File: src/rtl/pipeline_chain_pkg.sv
// Shared types and helpers for the pipeline register chain.
package pipeline_chain_pkg;

    // Widest destination-register index a stage control word can carry.
    localparam int unsigned WSEL_MAX_W = 16;

    typedef struct packed {
        logic                  valid;
        logic                  wen;
        logic [WSEL_MAX_W-1:0] wsel;
    } stage_ctl_t;

    localparam stage_ctl_t BUBBLE_CTL = '{valid: 1'b0, wen: 1'b0, wsel: '0};

    // Flush indices beyond the last register mean "flush everything".
    function automatic int unsigned clamp_stage(input int unsigned f, input int unsigned nstages);
        return (f >= nstages) ? (nstages - 1) : f;
    endfunction

endpackage

File: src/rtl/pipe_stage_reg.sv
// One pipeline register: clear / hold / bubble / load selection plus the flops.
module pipe_stage_reg
    import pipeline_chain_pkg::*;
#(
    parameter int unsigned DW = 64
) (
    input  logic          CLK,
    input  logic          nRST,
    input  logic          hold,
    input  logic          bubble,
    input  logic          clear,
    input  stage_ctl_t    ld_ctl,
    input  logic [DW-1:0] ld_data,
    output stage_ctl_t    ctl_q,
    output logic [DW-1:0] data_q
);

    stage_ctl_t    ctl_d;
    logic [DW-1:0] data_d;

    // Clear beats hold; bubbles and clears keep the stale payload.
    always_comb begin
        ctl_d  = ctl_q;
        data_d = data_q;
        if (clear) begin
            ctl_d = BUBBLE_CTL;
        end else if (hold) begin
            ctl_d = ctl_q;
        end else if (bubble) begin
            ctl_d = BUBBLE_CTL;
        end else begin
            ctl_d  = ld_ctl;
            data_d = ld_data;
        end
    end

    always_ff @(posedge CLK or negedge nRST) begin
        if (!nRST) begin
            ctl_q  <= BUBBLE_CTL;
            data_q <= '0;
        end else begin
            ctl_q  <= ctl_d;
            data_q <= data_d;
        end
    end

endmodule

File: src/rtl/pipeline_chain.sv
// N-stage pipeline register chain with stall/bubble/flush control,
// youngest-writer forwarding lookup and stall/bubble event counters.
module pipeline_chain
    import pipeline_chain_pkg::*;
#(
    parameter  int unsigned NSTAGES = 4,
    parameter  int unsigned DW      = 64,
    parameter  int unsigned RW      = 5,
    localparam int unsigned SW      = $clog2(NSTAGES)
) (
    input  logic                  CLK,
    input  logic                  nRST,
    input  logic                  in_valid,
    input  logic [DW-1:0]         in_data,
    input  logic                  in_wen,
    input  logic [RW-1:0]         in_wsel,
    output logic                  in_ready,
    input  logic [NSTAGES-1:0]    stall_req,
    input  logic                  flush,
    input  logic [SW-1:0]         flush_stage,
    output logic [NSTAGES-1:0]    stage_valid,
    output logic [NSTAGES*DW-1:0] stage_data,
    output logic                  out_valid,
    output logic [DW-1:0]         out_data,
    input  logic [RW-1:0]         src_sel1,
    input  logic [RW-1:0]         src_sel2,
    output logic                  fwd_hit1,
    output logic                  fwd_hit2,
    output logic [SW-1:0]         fwd_stg1,
    output logic [SW-1:0]         fwd_stg2,
    output logic [DW-1:0]         fwd_data1,
    output logic [DW-1:0]         fwd_data2,
    output logic [31:0]           stall_cnt,
    output logic [31:0]           bubble_cnt
);

    logic [NSTAGES-1:0] hold_c;
    logic [NSTAGES-1:0] bubble_c;
    logic [NSTAGES-1:0] clear_c;
    logic [SW-1:0]      flush_lim;

    stage_ctl_t    ld_ctl  [NSTAGES];
    stage_ctl_t    st_ctl  [NSTAGES];
    logic [DW-1:0] ld_data [NSTAGES];
    logic [DW-1:0] st_data [NSTAGES];

    logic [31:0] stall_cnt_q,  stall_cnt_d;
    logic [31:0] bubble_cnt_q, bubble_cnt_d;
    logic [31:0] bubble_add;

    assign flush_lim = SW'(clamp_stage(32'(flush_stage), NSTAGES));
    assign in_ready  = ~hold_c[0] & ~flush;

    // A stall at stage k freezes k and everything younger.
    generate
        for (genvar k = 0; k < NSTAGES; k++) begin : g_stage
            assign hold_c[k]  = |stall_req[NSTAGES-1:k];
            assign clear_c[k] = flush & (32'(flush_lim) >= 32'(k));

            if (k == 0) begin : g_head
                assign bubble_c[k] = 1'b0;
                assign ld_ctl[k]   = '{valid: in_valid, wen: in_wen, wsel: WSEL_MAX_W'(in_wsel)};
                assign ld_data[k]  = in_data;
            end else begin : g_body
                assign bubble_c[k] = hold_c[k-1] & ~hold_c[k];
                assign ld_ctl[k]   = st_ctl[k-1];
                assign ld_data[k]  = st_data[k-1];
            end

            pipe_stage_reg #(.DW(DW)) u_reg (
                .CLK     (CLK),
                .nRST    (nRST),
                .hold    (hold_c[k]),
                .bubble  (bubble_c[k]),
                .clear   (clear_c[k]),
                .ld_ctl  (ld_ctl[k]),
                .ld_data (ld_data[k]),
                .ctl_q   (st_ctl[k]),
                .data_q  (st_data[k])
            );

            assign stage_valid[k]          = st_ctl[k].valid;
            assign stage_data[k*DW +: DW]  = st_data[k];
        end
    endgenerate

    assign out_valid = st_ctl[NSTAGES-1].valid;
    assign out_data  = st_data[NSTAGES-1];

    // Scan oldest to youngest so the youngest match is the one left standing.
    always_comb begin
        fwd_hit1  = 1'b0;
        fwd_stg1  = '0;
        fwd_data1 = '0;
        fwd_hit2  = 1'b0;
        fwd_stg2  = '0;
        fwd_data2 = '0;
        for (int k = NSTAGES - 1; k >= 0; k--) begin
            if (st_ctl[k].valid && st_ctl[k].wen && (src_sel1 != '0) &&
                (st_ctl[k].wsel == WSEL_MAX_W'(src_sel1))) begin
                fwd_hit1  = 1'b1;
                fwd_stg1  = SW'(k);
                fwd_data1 = st_data[k];
            end
            if (st_ctl[k].valid && st_ctl[k].wen && (src_sel2 != '0) &&
                (st_ctl[k].wsel == WSEL_MAX_W'(src_sel2))) begin
                fwd_hit2  = 1'b1;
                fwd_stg2  = SW'(k);
                fwd_data2 = st_data[k];
            end
        end
    end

    // Bubbles swallowed by a flush are not counted.
    always_comb begin
        bubble_add = '0;
        for (int k = 1; k < NSTAGES; k++) begin
            bubble_add = bubble_add + 32'(bubble_c[k] & ~clear_c[k]);
        end
        stall_cnt_d  = stall_cnt_q + 32'(|stall_req);
        bubble_cnt_d = bubble_cnt_q + bubble_add;
    end

    always_ff @(posedge CLK or negedge nRST) begin
        if (!nRST) begin
            stall_cnt_q  <= '0;
            bubble_cnt_q <= '0;
        end else begin
            stall_cnt_q  <= stall_cnt_d;
            bubble_cnt_q <= bubble_cnt_d;
        end
    end

    assign stall_cnt  = stall_cnt_q;
    assign bubble_cnt = bubble_cnt_q;

endmodule

File: config.mk
export PLATFORM = sky130hd
export DESIGN_NAME = pipeline_chain
export DESIGN_NICKNAME = d
export VERILOG_FILES = /design/src/rtl/pipeline_chain_pkg.sv /design/src/rtl/pipe_stage_reg.sv /design/src/rtl/pipeline_chain.sv
export SDC_FILE = /design/constraint.sdc
export NUM_CORES = 1
export LEC_CHECK = 0
export BUFFER_PORTS_ARGS = -buffer_cell sky130_fd_sc_hd__buf_4
export CORE_MARGIN = 5
export CORE_UTILIZATION = 40
export DETAILED_ROUTE_END_ITERATION = 12
export GPL_ROUTABILITY_DRIVEN = 0
export PLACE_DENSITY_LB_ADDON = 0.3
export SLEW_MARGIN = 20
export SYNTH_ARGS = -nofsm -noshare
export SYNTH_HDL_FRONTEND = slang
export SYNTH_HIERARCHICAL = 1
export SYNTH_SLANG_ARGS = --single-unit
File: constraint.sdc
create_clock -name CLK -period 2.7 [get_ports CLK]
set_input_delay 0.135 -clock CLK [delete_from_list [all_inputs] [get_ports CLK]]
set_output_delay 0.135 -clock CLK [all_outputs]
set_load 0.05 [all_outputs]
==> impl_metrics.py, run 1 <==
metrics = {
    "synthesis": {
        "synth_edf_count": 0,
        "ys.flop_type": "dfrtp_1",
        "syn_area_sq_um": 22500,
        "muxShareOfSynthArea_pct": 12.8,
        "yosys.area.top_type": "dfrtp_1",
        "async_flop_share_pct": 100,
        "synthTopCellsByCount": "392 x dfrtp_1, 227 x nand2_1, 216 x mux2_2, 142 x nor4_1, 136 x o21ai_0",
        "yosys.area.top_type_share_pct": 43.6,
        "ys_seq_area_share_pct": 43.6,
        "syn_inst": 2194,
        "synth.avg_cell_area_sq_um": 10.2,
        "synth_top_family_by_area": "simple AND/OR/NAND/NOR gates",
        "synth.most_common_cell": "dfrtp_1",
        "synth_compound_area_share_pct": 14.8,
        "synth_warnings": 6,
        "synthAdderAreaFrac_pct": 0.401,
        "yosysUniqueCellTypes": 49,
        "ys_ff_latch": 392,
        "synth_xor_xnor_area_share_pct": 3.90,
        "synthSimpleGateAreaFrac_pct": 15.9,
        "synthTopCellsByArea": "dfrtp_1 44%, mux2_2 11%, a221oi_2 5.3%",
    },
    "detailed_routing": {
        "m1WireLength_um": 36800,
        "top_layer": "met4",
        "wl_met3_um": 9780,
        "wl_met2_um": 47500,
        "first_iter_violations": 1964,
        "wire_per_inst_um": 27.6,
        "vias": 22000,
        "routed_wl_um": 100000,
        "dr.pass1.iters": 6,
        "drc_errors": 0,
        "viasPerCell": 6.04,
        "ant_nets": 0,
    },
    "power_and_ir_drop": {
        "pwr-share-seq_pct": 34.4,
        "powerDensity_nw_per_um2": 784,
        "swShare_pct": 47.0,
        "p_sw_mw": 12.5,
        "p_clk_share_pct": 23.9,
        "pwr-share-comb_pct": 41.6,
        "ir_drop_v": 0.000872,
        "leakage_nw": 15.1,
        "p_int_mw": 14.1,
    },
    "worst_setup_path": {
        "cp_max_fo": 14,
        "worst-path-buf-inv": 3,
        "cp_common_cell": "buf_12",
        "timing.rr.start": "bubble_cnt[0]",
        "path_cells": "nor4_2, and4b_2, or4b_4, buf_12, buf_12, a221oi_2, o21ai_2, buf_4",
        "startpoint_type": "register",
        "slowest_stage": "or4b_4",
        "cp.required_ps": 2570,
        "critPathTopFamily": "simple AND/OR/NAND/NOR gates",
        "cp-end-kind": "primary output",
        "cpPeakStageDelay_ps": 550,
        "critPathLaunch": "g_stage[2].u_reg/ctl_q[8]",
        "r2r_slack_ps": 280,
        "critical_path_class": "register to primary output",
        "crit_arrival_ps": 3100,
    },
    "clocking": {
        "clkTransAtPathRegs_ps": 60,
        "clk_latency_ps": 600,
        "clk_path_buf_depth": 3,
        "clock-sinks": 392,
        "cts_tree": "done",
        "cts_max_level": 2,
        "cts_buffers": 46,
        "cts_root_buf": "clkbuf_16",
    },
    "sta": {
        "period_needed_ps": 3230,
        "rsz0062_at_grt": "yes",
        "setup_viol": 134,
        "max_freq_mhz": 309,
        "final.period_utilization_pct": 120,
        "worst_pin_slew_ps": 787,
        "slew_viol_final": 0,
        "setup-tns-final_ps": -60260,
        "final.setup_skew_ps": 35.3,
        "hold_viol_final": 0,
        "timing.final.ws_setup_ps": -533,
        "slew_headroom_pct": 47.5,
        "whs_ps": 73.8,
    },
    "placement": {
        "dp_hpwl_um": 64200,
        "io_buffer_count": 613,
    },
    "grt": {
        "antenna_found_initial": 2,
        "grt_pass1_vias": 22200,
        "grt_usage_pct": 30.4,
        "grt_pass1_wl_um": 143000,
        "grt_max_degree": 115,
        "overflow": 0,
    },
    "flow_run": {
        "max_cap_viol_count": 0,
    },
    "status": {
        "outcome": "finished, violations left",
        "violations": "setup timing",
    },
    "die": {
        "row_count": 86,
        "core_region_area_sq_um": 55400,
        "die_y_um": 247,
        "die_w_um": 247,
        "start_util_pct": 40.6,
        "ios": 614,
        "die_area_sq_um": 61000,
    },
    "cells_and_area": {
        "layout.nets": 2954,
        "drive_gt1_share_pct": 54.2,
        "area_growth_pct": 50.7,
    },
    "min_path": {
        "min_path_type": "input pin to async pin",
    },
}
## flip-flops by register name, indices dropped and copies added, names as in the netlist
register	count
bubble_cnt	32
g_stage.u_reg/data_q	256
stall_cnt	32
g_stage.u_reg/ctl_q	72
## path summary, 6_finish.rpt
path / end / cells past startpoint
hold / removal: g_stage[0].u_reg/data_q[40] / 2
min in group CLK: g_stage[3].u_reg/ctl_q[3] / 4
setup / recovery: fwd_data2[49] / 8
hold reg to reg: bubble_cnt[18] / 1
setup reg to reg: bubble_cnt[18] / 10
max in group asynchronous: g_stage[2].u_reg/ctl_q[8] / 3
## per-layer routing
metal  global-route usage, %  up-vias
li1                        -     9217
met1                    37.1    11000
met2                    49.8     1385
met3                    7.64      412
met4                    15.9        0
met5                       0        -
## placed cells by master, fill, tap and decap left out, drive strengths merged, types with 2 or more instances in the layout
master         n
o21ai        256
clkbuf        78
nand4b         4
fa             2
nor2          22
inv           76
nor3          17
or2            2
dfrtp        392
nand2b         2
o211ai         2
buf          785
o21a           2
diode          2
nor4         142
a211oi         2
xor2          24
a21oi         75
nand3         33
nand4         14
mux2         256
a221oi       128
or4            6
and3           7
or3            4
dlygate4sd3   73
nand2        227
or3b          72
and2          67
and4           6
ha             4
clkinv        12
conb          12
xnor2         76
nor2b          3
## per-stage QoR
step / cells / util [%] / cell area [sq um] / worst slack [ps] / power (mW)
finish: 3642 / 61.1 / 33900 / -533 / 26.5
detailed placement: 3428 / 51.1 / 28300 / -260 / 19.9
global route: 3642 / 61.1 / 33900 / -596 / 27.4
CTS: 3625 / 58.1 / 32200 / -582 / 26.3
floorplan: 2205 / - / 22900 / 22.3 / 16.1
global placement: 3428 / 51.1 / 28300 / -253 / 19.7
## power by group through the flow
stage                     Combinational [mW]  Sequential [mW]  Clock, mW
after global routing                    11.4             9.30       6.65
after detailed placement                10.9             8.94          0
after CTS                               11.0             8.90       6.40
after floorplan                         3.46             12.6          0
final                                   11.1             9.14       6.35
after global placement                  10.9             8.88          0
## what timing repair did
action / CTS / global route
pin swaps: 22 / 40
gates cloned: 13 / 12
hold buffers: 73 / 0
resized for setup: 300 / 314
buffers inserted: 29 / 4
setup endpoints to repair: 134 / 137
hold endpoints to repair: 350 / 0
## cell families (layout without fill, tap and decap cells)
kind of cell,Yosys count,after routing
muxes,256,256
xor gates and xnor gates,100,100
AOI/OAI and AO/OA,466,466
buffers and inverters,340,1027
adders and majority gates,6,6
DFF,392,392
other,1,14
and+or+nand+nor,633,633
## layout make-up
type / count / area (sq um)
Timing Repair Buffer: 869 / 8390
Tap cell: 748 / 936
Inverter: 76 / 285
Antenna cell: 2 / 5.00
Clock inverter: 14 / 101
Fill cell: 4314 / 21500
Clock buffer: 68 / 1420
Multi-Input combinational cell: 1473 / 12900
Sequential cell: 392 / 9810
Power figures use the tool's default switching activity.
==> inputs of run 2 (changes only) <==
CORE_MARGIN = default   (was 5)
==> impl_metrics.py, run 2 (synthesis gave the netlist of run 1 again) <==
metrics = {
    "die": {
        "die_area_sq_um": 57100,
        "core_region_area_sq_um": 55300,
        "row_count": 86,
        "die_y_um": 239,
        "ios": 614,
        "start_util_pct": 40.6,
        "die_w_um": 239,
    },
    "power_and_ir_drop": {
        "finalPower_mw": 26.5,
        "ir_drop_v": 0.000777,
        "leakage_nw": 15.7,
        "powerDensity_nw_per_um2": 756,
    },
    "placement": {
        "io_buffer_count": 613,
        "place_area_sq_um": 28400,
        "dp_hpwl_um": 61300,
    },
    "worst_setup_path": {
        "ff2ff_path_depth": 10,
        "crit_arrival_ps": 3050,
        "critical_path_class": "register to primary output",
        "cp.required_ps": 2570,
        "r2r-end": "bubble_cnt[18]",
        "cp-end-kind": "primary output",
        "startpoint_type": "register",
        "timing.rr.start": "bubble_cnt[0]",
        "r2r_slack_ps": 290,
        "cp_max_fo": 12,
    },
    "sta": {
        "final.period_utilization_pct": 118,
        "rsz0062_at_grt": "yes",
        "timing.final.ws_setup_ps": -484,
        "final.setup_skew_ps": 10.2,
        "slew_viol_final": 0,
        "slew_headroom_pct": 53.2,
        "hold_viol_final": 0,
        "worst_pin_slew_ps": 696,
        "setup_viol": 134,
        "period_needed_ps": 3180,
        "max_freq_mhz": 314,
    },
    "clocking": {
        "clock-sinks": 392,
        "clk_path_buf_depth": 3,
        "cts_buffers": 45,
        "clk_latency_ps": 570,
        "cts_max_level": 2,
        "cts_root_buf": "clkbuf_16",
        "clkTransAtPathRegs_ps": 60,
        "cts_tree": "done",
    },
    "detailed_routing": {
        "drc_errors": 0,
        "wire_per_inst_um": 27.4,
        "routed_wl_um": 101000,
        "vias": 22200,
        "viasPerCell": 6.03,
        "first_iter_violations": 2077,
        "wl_met3_um": 10100,
        "wl_met2_um": 47000,
        "ant_nets": 0,
        "dr.pass1.iters": 5,
        "top_layer": "met5",
        "m1WireLength_um": 38000,
    },
    "grt": {
        "overflow": 0,
        "grt_usage_pct": 32.7,
        "grt_pass1_wl_um": 141000,
        "antenna_found_initial": 2,
        "grt_pass1_vias": 22000,
        "grt_max_degree": 81,
    },
    "cells_and_area": {
        "fin_util_pct": 63.3,
        "layout_common_cells": "586 x buf_4, 391 x dfrtp_1, 216 x mux2_2",
        "multi_input_area_sq_um": 13400,
        "area_growth_pct": 55.8,
        "reg_top3": "g_stage.u_reg/data_q (256), g_stage.u_reg/ctl_q (72)",
        "final.fill_count": 4195,
        "ff_latch_area_sq_um": 9810,
        "layout.nets": 3007,
        "final_common_cell": "buf_4",
        "drive_gt1_share_pct": 56.1,
        "regMostFlops": "g_stage.u_reg/data_q",
        "finalInstanceArea_sq_um": 35000,
        "largest_reg_flops": 256,
    },
    "min_path": {
        "min_to": "g_stage[0].u_reg/ctl_q[17]",
        "min_path_type": "input pin to register",
        "hold_depth": 4,
        "hp-start": "flush",
    },
    "status": {
        "violations": "setup timing",
        "outcome": "finished, violations left",
    },
    "flow_run": {
        "max_cap_viol_count": 0,
    },
}
==> run 2: cell types whose count changed in the layout (fill, tap and decap cells not counted), sizes merged <==
cell | before | now
buf | 785 | 838
bufbuf | 1 | 0
bufinv | 1 | 3
clkbuf | 78 | 77
clkinv | 12 | 6
clkinvlp | 1 | 0
diode | 2 | 1
inv | 76 | 77
==> run 2: worst max-delay path by stage <==
stage	startpoint	end	slack, ps
2_1_floorplan	g_stage[3].u_reg/ctl_q[17]	fwd_data2[55]	20
3_3_place_gp	stall_req[2]	bubble_cnt[28]	-230
3_5_place_dp	stall_req[2]	bubble_cnt[18]	-270
4_1_cts	g_stage[2].u_reg/ctl_q[8]	fwd_data2[42]	-500
5_1_grt	g_stage[2].u_reg/ctl_q[7]	fwd_data2[21]	-550
6_report	g_stage[2].u_reg/ctl_q[8]	fwd_data2[42]	-480
==> run 2: worst max-delay path: stages, from the launching register on <==
cell,delay (ps)
dfrtp_1,390
nor4_2,290
and4b_2,300
or4b_4,540
buf_12,200
buf_12,170
a221oi_4,250
o21ai_2,120
buf_4,200
==> run 2: timing repair <==
action,CTS,global route
setup endpoints to repair,134,136
pin swaps,44,69
gates resized for setup,411,326
cloned,20,17
hold buffers,73,0
hold endpoints to repair,130,0
setup buffers,43,27
==> run 2: layout make-up <==
class | instances | area share, %
antenna | 1 | 0.00715
multi-input combinational | 1473 | 38.2
tap | 748 | 2.67
sequential | 392 | 28.0
clock inverter | 10 | 0.379
clock buffer | 65 | 3.78
timing repair buffer | 923 | 26.1
inverter | 76 | 0.815
==> run 2: metrics by stage <==
stage          worst slack (ps)  setup TNS, ps  cells  hold WS [ps]
2_1_floorplan              22.3              0   2205          -161
3_3_place_gp               -225          -8300   3443           164
3_5_place_dp               -274          -5990   3444           186
4_1_cts                    -500         -53760   3655          67.2
5_1_grt                    -547         -59390   3688           109
6_report                   -484         -46110   3688           101
==> run 2: where the power goes <==
group / internal [mW] / switching, mW / total (mW)
Sequential: 7.12 / 2.07 / 9.19
Clock: 3.66 / 2.51 / 6.18
Combinational: 3.27 / 7.82 / 11.1
==> run 2: per-layer routing <==
metal | global-route usage [%] | up-vias
li1 | - | 9323
met1 | 40.6 | 11100
met2 | 52.5 | 1408
met3 | 8.28 | 393
met4 | 16.9 | 2
met5 | 0 | -
